<file path="src/rtl/control_sequencer.sv">
// control_sequencer
//   Instruction-level control FSM sitting directly upstream of the datapath.
//   Walks every instruction through fetch/decode/execute T-states and drives
//   all datapath strobes as Moore outputs of the state register plus the
//   op/Ra/Rb/Rc fields latched from the IR at the end of fetch.
//   Memory reads/writes wait on mem_ready with a bounded wait counter.
//
// Ports
//   clk        in   rising-edge clock
//   clr        in   asynchronous active-low reset
//   ir         in   [31:0] IR contents: op=[31:27] Ra=[26:23] Rb=[22:19] Rc=[18:15]
//   mem_ready  in   memory completed the current Read/Write this cycle
//   stop       in   idle at the next instruction boundary
//   rin_sel    out  [15:0] one-hot register load strobes
//   rout_sel   out  [15:0] one-hot register bus-drive strobes
//   PCin..Cout out  single-bit datapath strobes
//   alu_op     out  [2:0] 0 NONE 1 ADD 2 SUB 3 AND 4 OR 5 MUL
//   run        out  high unless idle, halted or in reset
//   mem_err    out  sticky memory wait timeout flag
module control_sequencer #(
   parameter int unsigned WAIT_MAX = 15
) (
   input  logic        clk,
   input  logic        clr,
   input  logic [31:0] ir,
   input  logic        mem_ready,
   input  logic        stop,
   output logic [15:0] rin_sel,
   output logic [15:0] rout_sel,
   output logic        PCin,
   output logic        PCout,
   output logic        IRin,
   output logic        Yin,
   output logic        Zin,
   output logic        MARin,
   output logic        MDRin,
   output logic        MDRout,
   output logic        HIin,
   output logic        HIout,
   output logic        LOin,
   output logic        LOout,
   output logic        IncPC,
   output logic        Zhighout,
   output logic        Zlowout,
   output logic        Read,
   output logic        Write,
   output logic        Cout,
   output logic [2:0]  alu_op,
   output logic        run,
   output logic        mem_err
);

   localparam int unsigned CW = (WAIT_MAX < 1) ? 1 : $clog2(WAIT_MAX + 1);

   typedef enum logic [3:0] {
      S_RESET, S_T0, S_T1, S_T2, S_T3, S_T4, S_T5, S_T6, S_T7, S_IDLE, S_HALT
   } state_e;

   typedef enum logic [4:0] {
      OP_LD   = 5'b00000,
      OP_ST   = 5'b00010,
      OP_ADD  = 5'b00011,
      OP_SUB  = 5'b00100,
      OP_AND  = 5'b00101,
      OP_OR   = 5'b00110,
      OP_ADDI = 5'b01100,
      OP_MUL  = 5'b01111,
      OP_NOP  = 5'b11010,
      OP_HALT = 5'b11011
   } op_e;

   typedef enum logic [2:0] {
      ALU_NONE = 3'd0,
      ALU_ADD  = 3'd1,
      ALU_SUB  = 3'd2,
      ALU_AND  = 3'd3,
      ALU_OR   = 3'd4,
      ALU_MUL  = 3'd5
   } alu_e;

   state_e        state, state_n;
   logic [4:0]    op_q;
   logic [3:0]    ra_q, rb_q, rc_q;
   logic [CW-1:0] wait_cnt, wait_cnt_n;
   logic          mem_err_q, mem_err_n;
   logic          in_wait, next_is_wait, timeout, end_instr;

   // Immediate field is consumed by the datapath, not by the sequencer.
   logic unused_imm;
   assign unused_imm = ^ir[14:0];

   function automatic logic is_alu(input logic [4:0] op);
      return (op == OP_ADD) || (op == OP_SUB) || (op == OP_AND) || (op == OP_OR);
   endfunction

   function automatic logic is_wait(input state_e s, input logic [4:0] op);
      return (s == S_T1) || ((s == S_T6) && (op == OP_LD)) || ((s == S_T7) && (op == OP_ST));
   endfunction

   // ------------------------------------------------------------------
   // State and latched instruction fields
   // ------------------------------------------------------------------
   always_ff @(posedge clk or negedge clr) begin
      if (!clr) begin
         state     <= S_RESET;
         op_q      <= '0;
         ra_q      <= '0;
         rb_q      <= '0;
         rc_q      <= '0;
         wait_cnt  <= '0;
         mem_err_q <= 1'b0;
      end else begin
         state     <= state_n;
         wait_cnt  <= wait_cnt_n;
         mem_err_q <= mem_err_n;
         if (state == S_T2) begin
            op_q <= ir[31:27];
            ra_q <= ir[26:23];
            rb_q <= ir[22:19];
            rc_q <= ir[18:15];
         end
      end
   end

   // ------------------------------------------------------------------
   // Next state, wait counter, error flag
   // ------------------------------------------------------------------
   always_comb begin
      state_n      = state;
      wait_cnt_n   = wait_cnt;
      mem_err_n    = mem_err_q;
      end_instr    = 1'b0;
      in_wait      = is_wait(state, op_q);
      timeout      = in_wait && !mem_ready && (wait_cnt == CW'(WAIT_MAX));

      unique case (state)
         S_RESET: state_n = S_T0;
         S_T0:    state_n = S_T1;
         S_T1:    if (mem_ready) state_n = S_T2;
         S_T2: begin
            // Decode straight from ir: the fields are only latched on this exit.
            unique case (ir[31:27])
               OP_ADD, OP_SUB, OP_AND, OP_OR, OP_ADDI, OP_LD, OP_ST, OP_MUL:
                  state_n = S_T3;
               OP_NOP:  end_instr = 1'b1;
               default: state_n = S_HALT;
            endcase
         end
         S_T3: state_n = S_T4;
         S_T4: state_n = S_T5;
         S_T5: begin
            if (is_alu(op_q) || (op_q == OP_ADDI)) end_instr = 1'b1;
            else                                   state_n   = S_T6;
         end
         S_T6: begin
            unique case (op_q)
               OP_LD:   if (mem_ready) state_n = S_T7;
               OP_ST:   state_n   = S_T7;
               OP_MUL:  end_instr = 1'b1;
               default: state_n   = S_HALT;
            endcase
         end
         S_T7: begin
            unique case (op_q)
               OP_LD:   end_instr = 1'b1;
               OP_ST:   if (mem_ready) end_instr = 1'b1;
               default: state_n = S_HALT;
            endcase
         end
         S_IDLE: if (!stop) state_n = S_T0;
         S_HALT: state_n = S_HALT;
         default: state_n = S_HALT;
      endcase

      if (end_instr)
         state_n = stop ? S_IDLE : S_T0;

      if (timeout) begin
         state_n   = S_HALT;
         mem_err_n = 1'b1;
      end else if (in_wait && !mem_ready) begin
         wait_cnt_n = wait_cnt + 1'b1;
      end

      next_is_wait = is_wait(state_n, op_q);
      if (next_is_wait && (state_n != state))
         wait_cnt_n = '0;
   end

   // ------------------------------------------------------------------
   // Moore output decode
   // ------------------------------------------------------------------
   always_comb begin
      rin_sel  = '0;
      rout_sel = '0;
      PCin     = 1'b0;
      PCout    = 1'b0;
      IRin     = 1'b0;
      Yin      = 1'b0;
      Zin      = 1'b0;
      MARin    = 1'b0;
      MDRin    = 1'b0;
      MDRout   = 1'b0;
      HIin     = 1'b0;
      HIout    = 1'b0;
      LOin     = 1'b0;
      LOout    = 1'b0;
      IncPC    = 1'b0;
      Zhighout = 1'b0;
      Zlowout  = 1'b0;
      Read     = 1'b0;
      Write    = 1'b0;
      Cout     = 1'b0;
      alu_op   = ALU_NONE;
      run      = !((state == S_RESET) || (state == S_IDLE) || (state == S_HALT));
      mem_err  = mem_err_q;

      unique case (state)
         S_T0: begin
            PCout = 1'b1;
            MARin = 1'b1;
            IncPC = 1'b1;
            Zin   = 1'b1;
         end
         S_T1: begin
            Zlowout = 1'b1;
            PCin    = 1'b1;
            Read    = 1'b1;
            MDRin   = 1'b1;
         end
         S_T2: begin
            MDRout = 1'b1;
            IRin   = 1'b1;
         end
         S_T3: begin
            rout_sel = (op_q == OP_MUL) ? (16'h0001 << ra_q) : (16'h0001 << rb_q);
            Yin      = 1'b1;
         end
         S_T4: begin
            Zin = 1'b1;
            if (op_q == OP_MUL) begin
               rout_sel = 16'h0001 << rb_q;
               alu_op   = ALU_MUL;
            end else if (is_alu(op_q)) begin
               rout_sel = 16'h0001 << rc_q;
               unique case (op_q)
                  OP_SUB:  alu_op = ALU_SUB;
                  OP_AND:  alu_op = ALU_AND;
                  OP_OR:   alu_op = ALU_OR;
                  default: alu_op = ALU_ADD;
               endcase
            end else begin
               Cout   = 1'b1;
               alu_op = ALU_ADD;
            end
         end
         S_T5: begin
            Zlowout = 1'b1;
            if (op_q == OP_MUL)                         LOin    = 1'b1;
            else if ((op_q == OP_LD) || (op_q == OP_ST)) MARin   = 1'b1;
            else                                        rin_sel = 16'h0001 << ra_q;
         end
         S_T6: begin
            unique case (op_q)
               OP_LD: begin
                  Read  = 1'b1;
                  MDRin = 1'b1;
               end
               OP_ST: begin
                  rout_sel = 16'h0001 << ra_q;
                  MDRin    = 1'b1;
               end
               OP_MUL: begin
                  Zhighout = 1'b1;
                  HIin     = 1'b1;
               end
               default: ;
            endcase
         end
         S_T7: begin
            if (op_q == OP_LD) begin
               MDRout  = 1'b1;
               rin_sel = 16'h0001 << ra_q;
            end else if (op_q == OP_ST) begin
               Write = 1'b1;
            end
         end
         default: ;
      endcase
   end

endmodule

</file>
<file path="config.mk">
export PLATFORM = sky130hd
export DESIGN_NAME = control_sequencer
export DESIGN_NICKNAME = d
export VERILOG_FILES = /design/src/rtl/control_sequencer.sv
export SDC_FILE = /design/constraint.sdc
export NUM_CORES = 1
export LEC_CHECK = 0
export CAP_MARGIN = 25
export CELL_PAD_IN_SITES_DETAIL_PLACEMENT = 1
export CELL_PAD_IN_SITES_GLOBAL_PLACEMENT = 2
export CORE_ASPECT_RATIO = 1.5
export CORE_MARGIN = 2
export CORE_UTILIZATION = 24
export CTS_CLUSTER_SIZE = 25
export DETAILED_ROUTE_END_ITERATION = 16
export PLACE_DENSITY_LB_ADDON = 0.2
export SYNTH_ARGS = -nofsm -noshare
export SYNTH_HDL_FRONTEND = slang
export SYNTH_SLANG_ARGS = --single-unit
</file>
<file path="constraint.sdc">
create_clock -name clk -period 3.6 [get_ports clk]
set_input_delay 0.9 -clock clk [delete_from_list [all_inputs] [get_ports clk]]
set_output_delay 0.9 -clock clk [all_outputs]
set_load 0.005 [all_outputs]
</file>
==> summary.txt <==
Clocking
  • Deepest clock path buffer count: 2
  • Clock root cell: clkbuf_16
  • Clock tree from TritonCTS: yes
  • CTS Buf Count: 3
  • Clock-pin slew on the worst setup and hold paths: 0.07 ns
  • Insertion delay of the later-clocked pin in the worst-skew pair: 0.27 ns
  • # H-tree levels: 1
  • Sinks on Clock Net: 26

Setup path
  • Register-to-Register Path Depth: 8
  • Worst R2R Setup Slack: 0.83 ns
  • Worst Path Max Fanout: 5
  • Worst setup EP type: output pin
  • Data required time at the worst endpoint: 2.70 ns
  • Path type of the worst setup path: flip-flop to output pin
  • Crit path DAT: 2.60 ns
  • Launching element type of the critical path: flip-flop
  • Reg-to-reg startpoint: op_q[3]$_DFFE_PN0P_
  • R2r endpoint: wait_cnt[1]$_DFFE_PN0P_

Floorplan
  • Core Rows: 46
  • Initial core utilization: 0.245
  • Boundary Pins: 91
  • Total die area: 0.0116 mm²
  • Core area: 0.0105 mm²
  • Die extent in x: 88.7 µm
  • Y dimension of the die: 131 µm

Layout
  • Filler cell count in the final layout: 1313
  • Number of antenna cells inserted: 0
  • Area delta synth->final: 45.3%
  • Fraction of layout instances using a drive strength above 1: 0.162
  • Footprint of the multi-input gates: 0.00185 mm²
  • Area of all placed cells without fillers: 0.00375 mm²
  • Net count of the finished layout: 483
  • Commonest non-fill, non-tap cell in the layout: nand2_1
  • Footprint of the flip-flops and latches: 653 µm²
  • Top library cells by usage in the layout, fill and taps aside: nand2_1, clkdlybuf4s50_1, nor2_1, buf_4, dfrtp_1

Min path
  • Destination of the worst hold path: mem_err$_DFFE_PN0P_
  • Instance count along the most critical hold path: 1
  • Hold Crit Class: flip-flop to flip-flop
  • Hold path start: mem_err$_DFFE_PN0P_

Power and ir drop
  • Power after layout: 2450 µW
  • P_leak: 0.00144 µW
  • Internal power: 1220 µW
  • Logic gate share of total power: 0.613
  • Relative contribution of sequential cells to total power: 0.271
  • Maximum vdd drop: 0.244 mV
  • Switching Power: 1230 µW
  • Power density over the cells: 653 mW/mm²
  • Clk network pwr share: 0.116
  • Switch share: 0.501

Drt
  • Avg WL per Cell: 17.6 µm
  • Antenna-violating nets left: 0
  • Length of the first detailed-routing pass in iterations: 4
  • Vias after detailed routing: 3002
  • Ratio of routed vias to standard cells: 5.10
  • Drc violations: 0
  • First-iteration detailed-routing DRC count: 91
  • Final WL: 10.4 mm

GRT
  • Initial antenna violation count: 0
  • Remaining global-route overflow: 0
  • Most crowded layer after global routing: met2
  • Pin count of the biggest net entering global routing: 27
  • Number of global-route vias before repair: 3096
  • Global Route met3 Usage: 0.0119
  • All-layer global routing usage: 0.184
  • Met1 track demand over resource in global routing: 0.199
  • Global-route track usage on met2: 0.359
  • Wire length of the first global-routing pass: 16.4 mm

Timing
  • Highest attainable clock frequency: 286 MHz
  • Shortest period the worst path allows: 3.50 ns
  • Max-slew violations: 0
  • Period Utilization, post-route: 0.972
  • Transition time at the pin with the least slew margin: 0.784 ns
  • Post-Route Setup TNS: 0 ns
  • Clock tree skew after final layout: 0.00394 ns
  • Setup repair after global routing missed its margin: true
  • Final Setup Violations: 0
  • Hold Violations, Final: 0
  • Worst slew slack as a fraction of its limit: 0.474

Synth
  • EDFF count, synth: 0
  • Post-synth design cell area: 0.00258 mm²
  • Unique cell type count in the Yosys netlist: 67
  • Yosys synthesis warning count: 0
  • Flip-flop and latch count after synthesis: 26
  • Gate count after technology mapping: 365
  • Share of the synthesized area in the top cell type: 0.252
  • Library cell occupying the most area in the post-synthesis netlist: dfrtp_1
  • Proportion of synthesized chip area in sequential cells: 0.252
  • Average size of a mapped cell: 7.07 µm²
  • Async S/R FF share, synth: 1.00
  • Leading post-synthesis cells by cell area: dfrtp_1, nand2_1, nor2_1
  • Prevailing post-synth register cell: dfrtp_1

Outcome
  • Status: completed

Placed design
  • Number of buffers inserted by port buffering: 73
  • Placer's final routability congestion estimate: 0.879
  • HPWL after DPL: 8.48 mm
  • Post-detailed-placement cell area: 0.00356 mm²

Run
  • MaxCap Viol Count: 0
what timing repair did:
action                                 in CTS  in global routing
pin swaps                                   1                  5
setup buffers                               0                  2
setup endpoints to repair                  22                 30
gates resized for setup                     4                 18
endpoints found under the hold margin       0                  0
hold buffers                                0                  0
stage by stage:
step / util / setup WS, ns / std cells / hold slack [ns]
2_1_floorplan: - / 0.708 / 366 / 0.465
3_3_place_gp: 0.338 / 0.219 / 583 / 0.463
3_5_place_dp: 0.338 / 0.180 / 583 / 0.467
4_1_cts: 0.348 / -0.0200 / 587 / 0.490
5_1_grt: 0.356 / -0.0661 / 589 / 0.522
6_report: 0.356 / 0.0993 / 589 / 0.483
kinds of logic after synthesis:
| family | after synthesis | share of synthesized area |
|---|---|---|
| and+or+nand+nor | 212 | 0.401 |
| AOI/OAI and AO/OA | 82 | 0.246 |
| other | 1 | 0.00145 |
| DFF | 26 | 0.252 |
| muxes | 2 | 0.00776 |
| adders and majority gates | 2 | 0.00921 |
| buffers and inverters | 35 | 0.0654 |
| xor gates and xnor gates | 5 | 0.0170 |
layer usage:
layer / vias to the layer above / part of all wire
li1: 1460 / -
met1: 1449 / 0.38
met2: 72 / 0.56
met3: 21 / 0.026
met4: 0 / 0.035
met5: - / 0
power groups by stage:
| stage | Clock, µW | Sequential, µW | Combinational, µW |
|---|---|---|---|
| after global placement | 0 | 646 | 1450 |
| after CTS | 296 | 650 | 1490 |
| after detailed placement | 0 | 653 | 1480 |
| final | 284 | 665 | 1500 |
| after floorplan | 0 | 512 | 1030 |
| after global routing | 303 | 700 | 1670 |
cells in the mapped netlist, types with 7 or more instances:
master     n
a21oi_1    9
o221ai_1  15
nor2b_1   10
nand3_1   13
dfrtp_1   26
nand2b_1  15
nor2_1    38
o21ai_0    7
o22ai_1    7
clkbuf_1  13
nor3_1    18
nand2_1   85
critical path: stages, from the launching register on:
cell and delay (ns):
dfrtp_2 0.44, or4_4 0.54, or3_4 0.40, o31ai_4 0.11, nand2_1 0.17, nor3_2 0.12, clkdlybuf4s50_1 0.53
layout make-up:
class                           instances  area share
Sequential cell                        26       0.174
Tap cell                              144      0.0480
Multi-Input combinational cell        305       0.492
Clock buffer                            4      0.0237
Inverter                                8     0.00801
Timing Repair Buffer                  102       0.254
flip-flops by register name, summed over array words and instances (netlist names):
signal / count
ra_q: 4
state: 4
rb_q: 4
mem_err: 1
wait_cnt: 4
rc_q: 4
op_q: 5
worst max-delay path by stage:
stage                       end  cells past startpoint  slack (ns)                start
detailed placement  rin_sel[12]                      6        0.18  op_q[0]$_DFFE_PN0P_
global route        rout_sel[0]                      7       -0.07  op_q[0]$_DFFE_PN0P_
finish               rin_sel[8]                      6         0.1  op_q[0]$_DFFE_PN0P_
global placement    rin_sel[12]                      6        0.22  op_q[0]$_DFFE_PN0P_
CTS                  rin_sel[8]                      6       -0.02  op_q[0]$_DFFE_PN0P_
floorplan           rin_sel[12]                      7        0.71  op_q[0]$_DFFE_PN0P_
Power figures use the tool's default switching activity.
